### src/rtl/instruction_fetch_ctrl.sv
// Fetch sequencer: owns PC and IR, hands instructions over a valid/ready pair.
// Define IFETCH_ADDR_FAULT_EN to trap fetches at or beyond MEM_DEPTH.
module instruction_fetch_ctrl #(
  parameter int          ADDR_W    = 16,
  parameter int          DATA_W    = 32,
  parameter logic [ADDR_W-1:0] RESET_PC = '0,
  parameter int          MEM_DEPTH = 256,
  parameter int          COUNT_W   = 16
) (
  input  logic               clk,
  input  logic               rst,
  input  logic               start,
  input  logic               halt_req,
  input  logic               redirect_valid,
  input  logic [ADDR_W-1:0]  redirect_pc,
  output logic [ADDR_W-1:0]  mem_addr,
  input  logic [DATA_W-1:0]  mem_rdata,
  output logic [DATA_W-1:0]  ir,
  output logic [ADDR_W-1:0]  ir_pc,
  output logic               ir_valid,
  input  logic               ir_ready,
  output logic [ADDR_W-1:0]  pc,
  output logic               busy,
  output logic [COUNT_W-1:0] fetch_count,
  output logic               fault
);

  typedef enum logic [1:0] {
    IDLE,
    FETCH,
    HOLD
`ifdef IFETCH_ADDR_FAULT_EN
    ,
    FAULT
`endif
  } state_t;

  state_t              state, state_n;
  logic [ADDR_W-1:0]   pc_n;
  logic [DATA_W-1:0]   ir_n;
  logic [ADDR_W-1:0]   ir_pc_n;
  logic                ir_valid_n;
  logic [COUNT_W-1:0]  cnt_n;
  logic                fault_n;
  logic                fault_q;
  logic                fetch_ok;

`ifdef IFETCH_ADDR_FAULT_EN
  assign fetch_ok = 32'(pc) < 32'(MEM_DEPTH);
`else
  assign fetch_ok = 1'b1;
  // Depth only matters for the range check.
  if (MEM_DEPTH < 1) begin : g_depth_unused
  end
`endif

  assign mem_addr = pc;
  assign busy     = (state != IDLE);
  assign fault    = fault_q;

  always_comb begin
    state_n    = state;
    pc_n       = pc;
    ir_n       = ir;
    ir_pc_n    = ir_pc;
    ir_valid_n = ir_valid;
    cnt_n      = fetch_count;
    fault_n    = fault_q;
    unique case (state)
      IDLE: begin
        if (halt_req) begin
          state_n = IDLE;
        end else if (redirect_valid) begin
          pc_n = redirect_pc;
        end else if (start) begin
          state_n = FETCH;
        end
      end
      FETCH, HOLD: begin
        if (halt_req) begin
          ir_valid_n = 1'b0;
          state_n    = IDLE;
        end else if (redirect_valid) begin
          pc_n       = redirect_pc;
          ir_valid_n = 1'b0;
          state_n    = FETCH;
        end else if (state == HOLD) begin
          if (ir_ready && ir_valid) begin
            ir_valid_n = 1'b0;
            state_n    = FETCH;
          end
        end else if (fetch_ok) begin
          ir_n       = mem_rdata;
          ir_pc_n    = pc;
          pc_n       = pc + 1'b1;
          ir_valid_n = 1'b1;
          if (fetch_count != '1) begin
            cnt_n = fetch_count + 1'b1;
          end
          state_n = HOLD;
        end else begin
`ifdef IFETCH_ADDR_FAULT_EN
          fault_n    = 1'b1;
          ir_valid_n = 1'b0;
          state_n    = FAULT;
`endif
        end
      end
`ifdef IFETCH_ADDR_FAULT_EN
      // Only reset leaves a fault.
      FAULT: state_n = FAULT;
`endif
      default: state_n = IDLE;
    endcase
  end

  always_ff @(posedge clk) begin
    if (rst) begin
      state       <= IDLE;
      pc          <= RESET_PC;
      ir          <= '0;
      ir_pc       <= '0;
      ir_valid    <= 1'b0;
      fetch_count <= '0;
      fault_q     <= 1'b0;
    end else begin
      state       <= state_n;
      pc          <= pc_n;
      ir          <= ir_n;
      ir_pc       <= ir_pc_n;
      ir_valid    <= ir_valid_n;
      fetch_count <= cnt_n;
      fault_q     <= fault_n;
    end
  end

endmodule
### config.mk
export PLATFORM = sky130hd
export DESIGN_NAME = instruction_fetch_ctrl
export DESIGN_NICKNAME = d
export VERILOG_FILES = /design/src/rtl/instruction_fetch_ctrl.sv
export SDC_FILE = /design/constraint.sdc
export NUM_CORES = 1
export LEC_CHECK = 0
export ABC_AREA = 1
export CAP_MARGIN = 20
export CORE_MARGIN = 10
export CORE_UTILIZATION = 44
export DETAILED_ROUTE_END_ITERATION = 10
export GPL_TIMING_DRIVEN = 0
export PLACE_DENSITY_LB_ADDON = 0.08
export SYNTH_ARGS = -nofsm -noshare
export SYNTH_HDL_FRONTEND = slang
export SYNTH_SLANG_ARGS = --single-unit
export TNS_END_PERCENT = 50
### constraint.sdc
create_clock -name clk -period 1.8 [get_ports clk]
set_input_delay 0.36 -clock clk [delete_from_list [all_inputs] [get_ports clk]]
set_output_delay 0.36 -clock clk [all_outputs]
set_load 0.01 [all_outputs]
==> reports/metrics.cfg <==
[floorplanning]
fp.dieH_um=116
ios=153
die_w_um=116
start_util_pct=45.8
num_rows=34
dieArea_um2=13400
core_area_um2=8810

[clock_network]
cts_max_level=3
cts_root_buf=clkbuf_8
numCtsBuffers=9
cts_sinks=83
clockBufferDepth=2
insertion_delay_ns=0.35
cts_tree=built
holdBufCountCts=0
path_clk_slew_ns=0.08

[setup_path]
worst-path-buf-inv=2
critPathMaxFanout=7
slowest_delay_ns=0.57
setup.worst_path.end_class=primary output
crit_slowest_cell=clkdlybuf4s50_1
cp-start-kind=register
crit_required_ns=1.44
worst-setup-path-type=register to primary output
r2r_setup_slack_ns=0.09
cp_data_arrival_time_ns=1.41
critPathTopFamily=buffers and inverters
cp_cell_sequence=buf_4, clkdlybuf4s50_1

[placement]
place_hpwl_um=10500
io_buffers=151
dpl.cell_count=848
place_ws_ns=-0.293
gp_congestion=0.885

[detailed_routing]
avgViaCountPerCell=5.03
drtPass1Iterations=4
drc=0
wire_per_inst_um=15.7
drtIter0Drc=332
drtAntennaViolNets=0
vias=4354
wirelength_um=13600

[cells_and_area]
stdcell_count=866
fin_nets=813
n_antenna_cell=0
area_delta_synth_final_pct=48.9
final_util_pct=68.1
drive_gt1_share_pct=12.7
fillers=786

[yosys]
syn_area_um2=4030
seq_area_frac_synth_pct=41.2
yosys.cell_count.top_type=nor2_1
synth_edf_count=0
synth_seq_cells=83
synth-main-ff-cell=dfxtp_1
synth_area_per_cell_um2=6.84
synthTopCellsByCount=133 x nor2_1, 116 x nand2_1, 83 x dfxtp_1
synth.largest_area_cell=dfxtp_1
synth_cells=589
yosys.area.top_type_share_pct=41.2
ys_types=31
ys_top_cells_by_area=dfxtp_1 41%, nor2_1 12%, nand2_1 11%
syn_nets=649
async_flop_share_pct=0
ys_warn_count=0

[timing]
setup_viol=0
finClkSkew_ns=0.0160
tightest_slew_ns=0.652
whs_ns=0.490
setup_slack_ns=0.0302
post-route-min-period_ns=1.77
fin_tns_setup_ns=0
slew_headroom_pct=56.5
max_freq_ghz=0.565
finalCritPeriodShare_pct=98.3
drv_slew=0
hold_violations=0
rsz0062_at_grt=no

[grt]
grt_max_degree=14
grt_util_met2_pct=32.8
gr-total-overflow=0
antenna_found_initial=0
top_usage_layer=met2
met3_usage_pct=6.41
track_usage_pct=20.0
grtUsageMet1_pct=24.1
grt_pass1_vias=4373
grt_pass1_wl_um=21600

[run_status]
status=finished clean

[hold_path]
hold_class=register to register

[flow_run]
drv_cap=0

[power_and_ir_drop]
power.leakage_nw=2.28
irDropWorstVdd_v=0.000471
p_per_area_nw_per_um2=798

==> report_power, final <==
group / switching [W] / internal [W]
registers: 0.000147 / 0.00200
clock network: 0.000649 / 0.000687
logic: 0.000633 / 0.000676
total: 0.00143 / 0.00336
==> metrics by stage <==
stage | instance area [um2] | total power (W)
after floorplan | 4030 | 0.00275
after global placement | 5680 | 0.00340
after detailed placement | 5680 | 0.00343
after CTS | 5910 | 0.00477
after global routing | 6000 | 0.00506
final | 6000 | 0.00479
==> sequential cells by signal, summed over array words and instances (netlist names) <==
signal / count
ir: 32
state: 2
ir_valid: 1
ir_pc: 16
mem_addr: 16
fetch_count: 16
==> routing by layer <==
layer	part of all wire, %	up-vias
met5	0	-
met4	1.9	0
met3	9.3	16
met2	47	160
met1	42	1981
li1	-	2197
==> worst paths after layout <==
kind / start / to / cells past startpoint
min reg2reg: ir[28] / ir[28] / 2
max: mem_addr[6] / pc[6] / 2
max reg2reg: state[0] / ir[27] / 9
min: ir[28] / ir[28] / 2
==> cell type report <==
| class | count | area [um2] | area share, % |
|---|---|---|---|
| clock buffers | 13 | 149 | 2.48 |
| flip-flops and latches | 83 | 1720 | 28.6 |
| repair buffers | 153 | 1520 | 25.3 |
| clock inverters | 3 | 46.3 | 0.771 |
| multi-input cells | 424 | 2000 | 33.3 |
| inverters | 39 | 151 | 2.52 |
| well taps | 108 | 135 | 2.25 |
| plain buffers | 43 | 280 | 4.67 |
==> worst reg2reg max path, cell delays in order (launching register included) <==
cell and delay (ns):
dfxtp_1 0.33, inv_1 0.11, ha_4 0.30, inv_2 0.06
nor2_2 0.12, nand2_2 0.10, buf_4 0.18, clkbuf_4 0.19
o21ai_0 0.16, nor2_1 0.06
==> cells in the final DEF, fill, tap and decap left out, types with 2 or more instances in the layout <==
cell type / synthesis / layout
a21oi_1: 34 / 34
a21oi_2: 8 / 8
and2_1: 2 / 2
buf_2: 10 / 6
buf_4: 17 / 25
buf_6: 2 / 3
clkbuf_1: 14 / 12
clkbuf_2: 0 / 2
clkbuf_4: 0 / 2
clkbuf_8: 0 / 10
clkdlybuf4s50_1: 0 / 148
dfxtp_1: 83 / 62
dfxtp_2: 0 / 9
dfxtp_4: 0 / 12
ha_1: 6 / 4
inv_1: 37 / 36
inv_2: 2 / 2
nand2_1: 116 / 115
nand3_1: 25 / 24
nand3_2: 1 / 2
nand4_1: 6 / 6
nor2_1: 133 / 131
nor2_2: 1 / 2
nor2_4: 1 / 2
nor3_1: 2 / 2
o211ai_1: 2 / 2
o21ai_0: 68 / 58
o21ai_1: 4 / 14
or2_2: 2 / 2
xnor2_1: 3 / 3
xor2_1: 4 / 4
==> what timing repair did <==
item | CTS | global route
pin swaps | 0 | 1
setup buffers | 0 | 2
gates resized for setup | 29 | 45
setup endpoints to repair | 69 | 92
==> cell families after synthesis <==
group | Yosys count | synth area share, %
fa+ha+maj | 6 | 1.86
other cells | 1 | 0.0931
xor+xnor | 7 | 1.52
compound gates | 117 | 15.4
simple gates | 293 | 29.9
buf+inv | 82 | 9.91
flops | 83 | 41.2
Note: power is estimated with default switching activity, not from simulation.
